**config.mk**
```make
export PLATFORM = sky130hd
export DESIGN_NAME = mult_sequencer
export DESIGN_NICKNAME = d
export VERILOG_FILES = /design/src/rtl/mult_sequencer.sv
export SDC_FILE = /design/constraint.sdc
export NUM_CORES = 1
export LEC_CHECK = 0
export CORE_AREA = 2 2 39 41
export CTS_CLUSTER_DIAMETER = 50
export DETAILED_ROUTE_END_ITERATION = 8
export DIE_AREA = 0 0 41 43
export PLACE_DENSITY = 0.66
export SYNTH_ARGS = -nofsm -noshare
export SYNTH_HDL_FRONTEND = slang
export SYNTH_SLANG_ARGS = --single-unit
```
**constraint.sdc**
```tcl
create_clock -name Clk -period 3.45 [get_ports Clk]
set_clock_uncertainty 0.1 [all_clocks]
set_input_delay 0.345 -clock Clk [delete_from_list [all_inputs] [get_ports Clk]]
set_output_delay 0.345 -clock Clk [all_outputs]
set_load 0.02 [all_outputs]
```
**src/rtl/mult_sequencer.sv**
```systemverilog
// Control sequencer for the signed add-shift multiplier: decodes push-button
// levels into per-cycle clear/load/add/subtract/shift strobes for WIDTH iterations.
module mult_sequencer #(
  parameter int WIDTH = 8
) (
  input  logic                     Clk,
  input  logic                     Reset,
  input  logic                     Run,
  input  logic                     ClearA_LoadB,
  input  logic                     M,
  output logic                     Clear_XA,
  output logic                     Ld_B,
  output logic                     Add_En,
  output logic                     Sub_En,
  output logic                     Shift_En,
  output logic                     Busy,
  output logic                     Done,
  output logic [$clog2(WIDTH)-1:0] Count
);

  localparam int CW = $clog2(WIDTH);
  localparam logic [CW-1:0] LAST = CW'(WIDTH - 1);

  localparam logic [2:0] IDLE  = 3'd0;
  localparam logic [2:0] CLR   = 3'd1;
  localparam logic [2:0] ADD   = 3'd2;
  localparam logic [2:0] SHIFT = 3'd3;
  localparam logic [2:0] DONE  = 3'd4;

  logic [2:0]    state;
  logic [2:0]    state_nxt;
  logic [CW-1:0] count;
  logic          last_iter;

  assign last_iter = (count == LAST);

  always_comb begin
    state_nxt = state;
    case (state)
      IDLE: begin
        // A held load button blocks the multiply from starting.
        if (ClearA_LoadB)
          state_nxt = IDLE;
        else if (Run)
          state_nxt = CLR;
      end
      CLR:   state_nxt = ADD;
      ADD:   state_nxt = SHIFT;
      SHIFT: state_nxt = last_iter ? DONE : ADD;
      DONE:  state_nxt = Run ? DONE : IDLE;
      default: state_nxt = IDLE;
    endcase
  end

  always_ff @(posedge Clk or negedge Reset) begin
    if (!Reset) begin
      state <= IDLE;
      count <= '0;
    end else begin
      state <= state_nxt;
      if (state == CLR)
        count <= '0;
      else if (state == SHIFT && !last_iter)
        count <= count + CW'(1);
    end
  end

  // The final iteration subtracts to correct for the multiplier's sign weight.
  assign Clear_XA = ((state == IDLE) && ClearA_LoadB) || (state == CLR);
  assign Ld_B     = (state == IDLE) && ClearA_LoadB;
  assign Add_En   = (state == ADD) && M && !last_iter;
  assign Sub_En   = (state == ADD) && M && last_iter;
  assign Shift_En = (state == SHIFT);
  assign Busy     = (state == CLR) || (state == ADD) || (state == SHIFT);
  assign Done     = (state == DONE);
  assign Count    = count;

endmodule

```
### After elaboration in Yosys (flattened, before gate mapping)

Index checks and enable logic that the tools add are counted.
Widths: inputs -> output; s select.

* input port bits: 5
* logic and storage cells: 27
* bits in registers: 6
* output and inout bits: 10

* eq/ne operators: 6
* reduce and logical (&&, ||, !) cells: 11
* add/subtract/negate cells: 1
* mux-type cells: 7

Operator list (number)
* $mux 3: 6
* $pmux 3 s5: 1
* $eq 3x2->1 const B: 2
* $eq 3x3->1 const B: 2
* $logic_and 1x1->1: 5
* $add 3x1->3 const B: 1
* $eq 3x1->1 const B: 1
* $logic_not 3->1: 1
* $logic_or 1x1->1: 3
* $ne 3x3->1 const B: 1
* $reduce_bool 2->1: 1
* $logic_not 1->1: 1

### Logic depth before layout (Yosys ltp)

Gate-level depths: netlist of the first run.

* depth after elaboration: 5
* mapped depth: 5
* gate-level depth less buffers: 5

### Worst setup path before layout of the first run

OpenSTA, ideal clock, no wires.

* kind: reg2out
* from: reg state[1]
* to: out Ld_B
* path slack: 1.767 ns
* arrival: 1.238 ns
* stages on the path, launching flop included: 3
* cell sequence: dfrtp_1 -> buf_6 -> nor4_1

* word-level cells in the longest chain between the ends: 2

Ends and longest elaborated chain
* start, declared: line 30 `logic [2:0] state;`
* start signal, assigned: line 60 `state <= state_nxt;`
* $logic_not 3->1: line 70 `assign Ld_B = (state == IDLE) && ClearA_LoadB;`
* $logic_and 1x1->1: line 70
* end, declared: line 12 `output logic Ld_B,`

No other way between the ends.

### Final worst setup path of the first run

* from: reg count[0], in the netlist Count[0]
* to: out Sub_En

* word-level cells in the longest chain between the ends: 2

Ends and longest elaborated chain
* start, declared: line 32 `logic [CW-1:0] count;`
* start signal, assigned: line 64 `count <= count + CW'(1);`
* $eq 3x3->1: line 35 `assign last_iter = (count == LAST);`
* $logic_and 1x1->1: line 72 `assign Sub_En = (state == ADD) && M && last_iter;`
* end, declared: line 14 `output logic Sub_En,`

No other way between the ends.

==> impl_metrics.py, run 1 <==
metrics = {
    "route": {
        "detail-route-antenna-nets": 0,
        "drc": 0,
        "routedWlPerCell_um": 10.8,
        "wl_met1_um": 347,
        "post_drt_via_cell_ratio": 4.77,
        "top_layer": "met3",
        "routed-wl-met3_um": 110,
        "num_vias": 339,
        "dr_wl_met2_um": 310,
        "first_iter_violations": 4,
        "firstDrtPassIters": 4,
        "routed_wl_um": 768,
    },
    "yosys": {
        "synth_top_area_cell": "dfrtp_1",
        "syn-instance-count": 40,
        "synth_warnings": 0,
        "netlist_area_um2": 390,
        "syn_nets": 48,
        "synth_common_cells": "dfrtp_1 (6), o21ai_0 (5), nor2_1 (4)",
        "synthTopCellsByArea": "dfrtp_1 (38%), ha_1 (9.6%), nand2b_4 (7.1%), o21ai_0 (6.4%), nand4bb_2 (4.2%)",
        "yosysMostFrequentCell": "dfrtp_1",
        "synth.top_cell.area_share_pct": 38.5,
        "synth.distinct_cells": 21,
        "ys_seq_area_share_pct": 38.5,
        "synth-async-reset-ratio_pct": 100,
        "synth_edf_count": 0,
        "synth_ff_type": "dfrtp_1",
        "syn_area_per_cell_um2": 9.76,
        "yosys_register_bits": 6,
    },
    "clocking": {
        "cts-root-buf": "clkbuf_4",
        "clk_latency_ns": 0.23,
        "cts_tree": "yes",
        "htree_levels": 1,
        "hold_buffers": 0,
        "cts.path.max_buffers": 2,
        "clock-sinks": 6,
        "ctsResizeCount": 0,
        "cts_buffers": 3,
        "post_cts_buffers": 0,
        "clk_pin_slew_ns": 0.04,
    },
    "power_and_ir_drop": {
        "total_leakage_power_nw": 0.242,
        "clockPowerShare_pct": 12.4,
        "vdd_drop_max_mv": 0.353,
        "comb_power_share_pct": 56.0,
        "seq_power_share_pct": 31.6,
        "fin_total_pwr_mw": 0.485,
        "netSwitchingFraction_pct": 41.6,
        "power.switching_mw": 0.202,
        "p_per_area_nw_per_um2": 876,
        "internal-power_mw": 0.283,
    },
    "sta": {
        "tightest_slew_ns": 0.351,
        "rsz0062_at_grt": "no",
        "setup_violations": 0,
        "fin_crit_sh_pct": 64.5,
        "max_freq_mhz": 449,
        "hold_slack_ns": 0.242,
        "fin_ws_ns": 1.22,
        "finalSetupTns_ns": 0,
        "max-slew-margin-rel_pct": 76.6,
        "hold_viol": 0,
        "min_period_ns": 2.23,
        "drv_slew": 0,
    },
    "die": {
        "die_h_um": 43,
        "pin_count": 15,
        "start_util_pct": 28.2,
        "num_rows": 14,
        "core-area_um2": 1380,
        "die_w_um": 41,
        "dieArea_um2": 1760,
    },
    "setup_path": {
        "regToRegStartpoint": "Count[0]",
        "required_ns": 3.00,
        "critPathKind": "reg -> out",
        "cp.arrival_ns": 1.78,
        "cp-startpoint": "Count[0]",
        "cp_max_fo": 4,
        "endpoint_kind": "output pin",
        "start_kind": "flip-flop",
    },
    "final_layout": {
        "layoutNonFillerInstCount": 71,
        "final_core_util_pct": 40.1,
        "fillers": 151,
        "design_area_um2": 554,
        "drive_above_1_share_pct": 18.2,
        "nNetsFinal": 65,
        "n_antenna_cell": 0,
        "areaGrowthSynthToFinish_pct": 42.0,
    },
    "place": {
        "post-place-cells": 68,
        "dp_slack_ns": 1.32,
        "gp_congestion": 0.704,
        "hpwl_um": 585,
        "numPortBuffers": 14,
        "post_dp_cell_area_um2": 532,
    },
    "run_status": {
        "status": "finished, final reports clean",
    },
    "worst_hold_path": {
        "worstHoldPathType": "in -> async",
    },
    "grt": {
        "grt_max_degree": 12,
        "antenna_found_initial": 0,
        "grt_pass1_wl_um": 1200,
        "gr-usage-all-layers_pct": 10.4,
        "grt_pass1_vias": 280,
        "grt-ovfl-total": 0,
    },
    "job": {
        "maxCapViolCount": 0,
    },
}
final timing paths:
path,to,slack (ns),cells past startpoint
worst max register to register,Count[2],1.95,5
min in group Clk,Count[1],0.46,2
worst min register to register,Count[1],0.46,2
worst min-delay path,state[0],0.24,1
max in group asynchronous,Count[0],2.81,1
worst max-delay path,Sub_En,1.22,5
cell usage in the layout (no fill, tap or decap), drive strengths merged, types with 2 or more instances in the layout:
master          n
inv             2
nor3            3
clkdlybuf4s50  14
dfrtp           6
nor2            5
clkbuf          3
nand2b          3
o21ai           6
and2            2
ha              3
nand2           2
registers in the layout, indices dropped and copies added, names as in the netlist:
register	count
state	3
Count	3
per-layer routing:
| layer | global-route usage [%] | vias to the layer above |
|---|---|---|
| met3 | 9.42 | 0 |
| met4 | 0 | 0 |
| met2 | 12.8 | 18 |
| met5 | 0 | - |
| met1 | 14.5 | 151 |
| li1 | - | 170 |
critical path, cell delays in order (launching register included):
cell,delay (ns)
dfrtp_1,0.38
ha_1,0.20
ha_1,0.18
inv_1,0.08
nor2_1,0.10
clkdlybuf4s50_1,0.60
final cells by class:
type | count | area (µm²) | share of cell area, %
multi-input cells | 30 | 214 | 38.6
flip-flops and latches | 6 | 150 | 27.1
repair buffers | 14 | 140 | 25.3
clock buffers | 3 | 22.5 | 4.06
well taps | 16 | 20.0 | 3.61
inverters | 2 | 7.51 | 1.35
cell families (layout without fill, tap and decap cells):
logic type / count (synthesis) / count (layout) / share of synthesized area, %
DFF: 6 / 6 / 38.5
buffers and inverters: 4 / 19 / 6.73
adders and majority gates: 3 / 3 / 9.62
and+or+nand+nor: 19 / 19 / 34.0
AOI/OAI and AO/OA: 8 / 8 / 11.2
power groups by stage:
stage	clock network, mW	registers, mW	logic [mW]
6_report	0.0604	0.153	0.272
5_1_grt	0.0732	0.161	0.297
4_1_cts	0.0649	0.154	0.275
3_5_place_dp	0	0.155	0.274
3_3_place_gp	0	0.154	0.271
2_1_floorplan	0	0.152	0.172
No activity file was read; power rests on OpenSTA's default activity.
==> run 2, diff against run 1 <==
- clock period: 3.45 -> 2.2 ns (I/O delays scaled with it)
==> impl_metrics.py, run 2 (synthesis results as in run 1) <==
metrics = {
    "route": {
        "post_drt_via_cell_ratio": 4.83,
        "firstDrtPassIters": 2,
        "detail-route-antenna-nets": 0,
        "drc": 0,
        "first_iter_violations": 3,
        "num_vias": 343,
        "routed_wl_um": 764,
        "routedWlPerCell_um": 10.8,
    },
    "power_and_ir_drop": {
        "p_per_area_nw_per_um2": 1370,
        "seq_power_share_pct": 31.3,
        "total_leakage_power_nw": 0.242,
        "internal-power_mw": 0.445,
        "comb_power_share_pct": 56.1,
        "vdd_drop_max_mv": 0.516,
        "netSwitchingFraction_pct": 41.6,
        "power.switching_mw": 0.317,
        "clockPowerShare_pct": 12.6,
        "fin_total_pwr_mw": 0.761,
    },
    "final_layout": {
        "nNetsFinal": 65,
        "final_common_cell": "clkdlybuf4s50_1",
        "n_antenna_cell": 0,
        "drive_above_1_share_pct": 18.2,
        "areaGrowthSynthToFinish_pct": 42.0,
        "layout_common_cells": "clkdlybuf4s50_1 (14), dfrtp_1 (6), o21ai_0 (5)",
        "fillers": 151,
    },
    "sta": {
        "fin_crit_sh_pct": 95.2,
        "tightest_slew_ns": 0.358,
        "finalSetupTns_ns": 0,
        "setup_violations": 0,
        "drv_slew": 0,
        "max_freq_mhz": 477,
        "max-slew-margin-rel_pct": 76.1,
        "hold_slack_ns": 0.118,
        "min_period_ns": 2.09,
        "hold_viol": 0,
        "rsz0062_at_grt": "no",
    },
    "setup_path": {
        "cp-startpoint": "Count[0]",
        "start_kind": "flip-flop",
        "required_ns": 1.88,
        "critPathKind": "reg -> out",
        "regToRegStartpoint": "Count[0]",
        "cp.arrival_ns": 1.77,
        "cp_max_fo": 4,
        "endpoint_kind": "output pin",
    },
    "place": {
        "numPortBuffers": 14,
        "hpwl_um": 593,
        "gp_congestion": 0.704,
    },
    "clocking": {
        "post_cts_buffers": 0,
        "cts.path.max_buffers": 2,
        "clock-sinks": 6,
        "htree_levels": 1,
        "clk_latency_ns": 0.24,
        "cts_tree": "yes",
        "cts_buffers": 3,
        "hold_buffers": 0,
        "ctsResizeCount": 0,
        "clk_pin_slew_ns": 0.04,
        "cts-root-buf": "clkbuf_4",
    },
    "grt": {
        "grt-ovfl-total": 0,
        "grt_max_degree": 12,
        "grt_pass1_vias": 297,
        "grt_pass1_wl_um": 1150,
        "gr-usage-all-layers_pct": 9.80,
        "antenna_found_initial": 0,
    },
    "die": {
        "core-area_um2": 1380,
        "die_h_um": 43,
        "pin_count": 15,
        "start_util_pct": 28.2,
        "dieArea_um2": 1760,
        "die_w_um": 41,
        "num_rows": 14,
    },
    "job": {
        "maxCapViolCount": 0,
    },
    "run_status": {
        "status": "finished, final reports clean",
    },
    "worst_hold_path": {
        "worstHoldPathType": "in -> async",
    },
}
run 2: cell counts in the layout (fill, tap and decap cells not counted):
No cell type changed its count.
run 2: through the flow:
| stage | worst slack [ns] | instances | cell area [µm²] | util (%) |
|---|---|---|---|---|
| after detailed placement | 0.322 | 68 | 532 | 38.4 |
| final | 0.105 | 71 | 554 | 40.1 |
| after floorplan | 0.642 | 40 | 390 | - |
| after global routing | 0.0123 | 71 | 554 | 40.1 |
| after CTS | 0.0815 | 71 | 554 | 40.1 |
| after global placement | 0.344 | 68 | 532 | 38.4 |
run 2: metal layers:
layer | share of wire (%) | GRT usage, % | up-vias
met2 | 42 | 14.1 | 14
met1 | 46 | 11.5 | 158
met3 | 12 | 8.90 | 0
li1 | - | - | 171
met5 | 0 | 0 | -
met4 | 0 | 0 | 0
run 2: power by group through the flow:
stage	Clock [mW]	Sequential, mW	Combinational [mW]
floorplan	0	0.238	0.270
CTS	0.102	0.240	0.435
finish	0.0957	0.239	0.427
detailed placement	0	0.241	0.432
global placement	0	0.242	0.424
global route	0.109	0.249	0.470
run 2: critical path, cell delays in order (launching register included):
cell and delay [ns]:
dfrtp_1 0.39, ha_1 0.23, ha_1 0.20, nor2_1 0.10, clkdlybuf4s50_1 0.61
run 2: final timing paths:
kind	endpoint	cells after the start	slack, ns
min	Count[2]	1	0.12
max reg2reg	Count[2]	5	0.72
min in group Clk	Count[1]	2	0.45
max in group asynchronous	state[1]	1	1.68
min reg2reg	Count[1]	2	0.45
max	Add_En	4	0.11
run 2: cell type report:
class                           instances  area, µm²  area share, %
Sequential cell                         6        150           27.1
Clock buffer                            3       22.5           4.06
Timing Repair Buffer                   14        140           25.3
Inverter                                2       7.51           1.35
Tap cell                               16       20.0           3.61
Multi-Input combinational cell         30        214           38.6
==> run 3, diff against run 2 <==
- TNS_END_PERCENT: unset -> 30
==> results of run 3 <==
The final DEF is identical to that of run 2; final timing and power are the same.
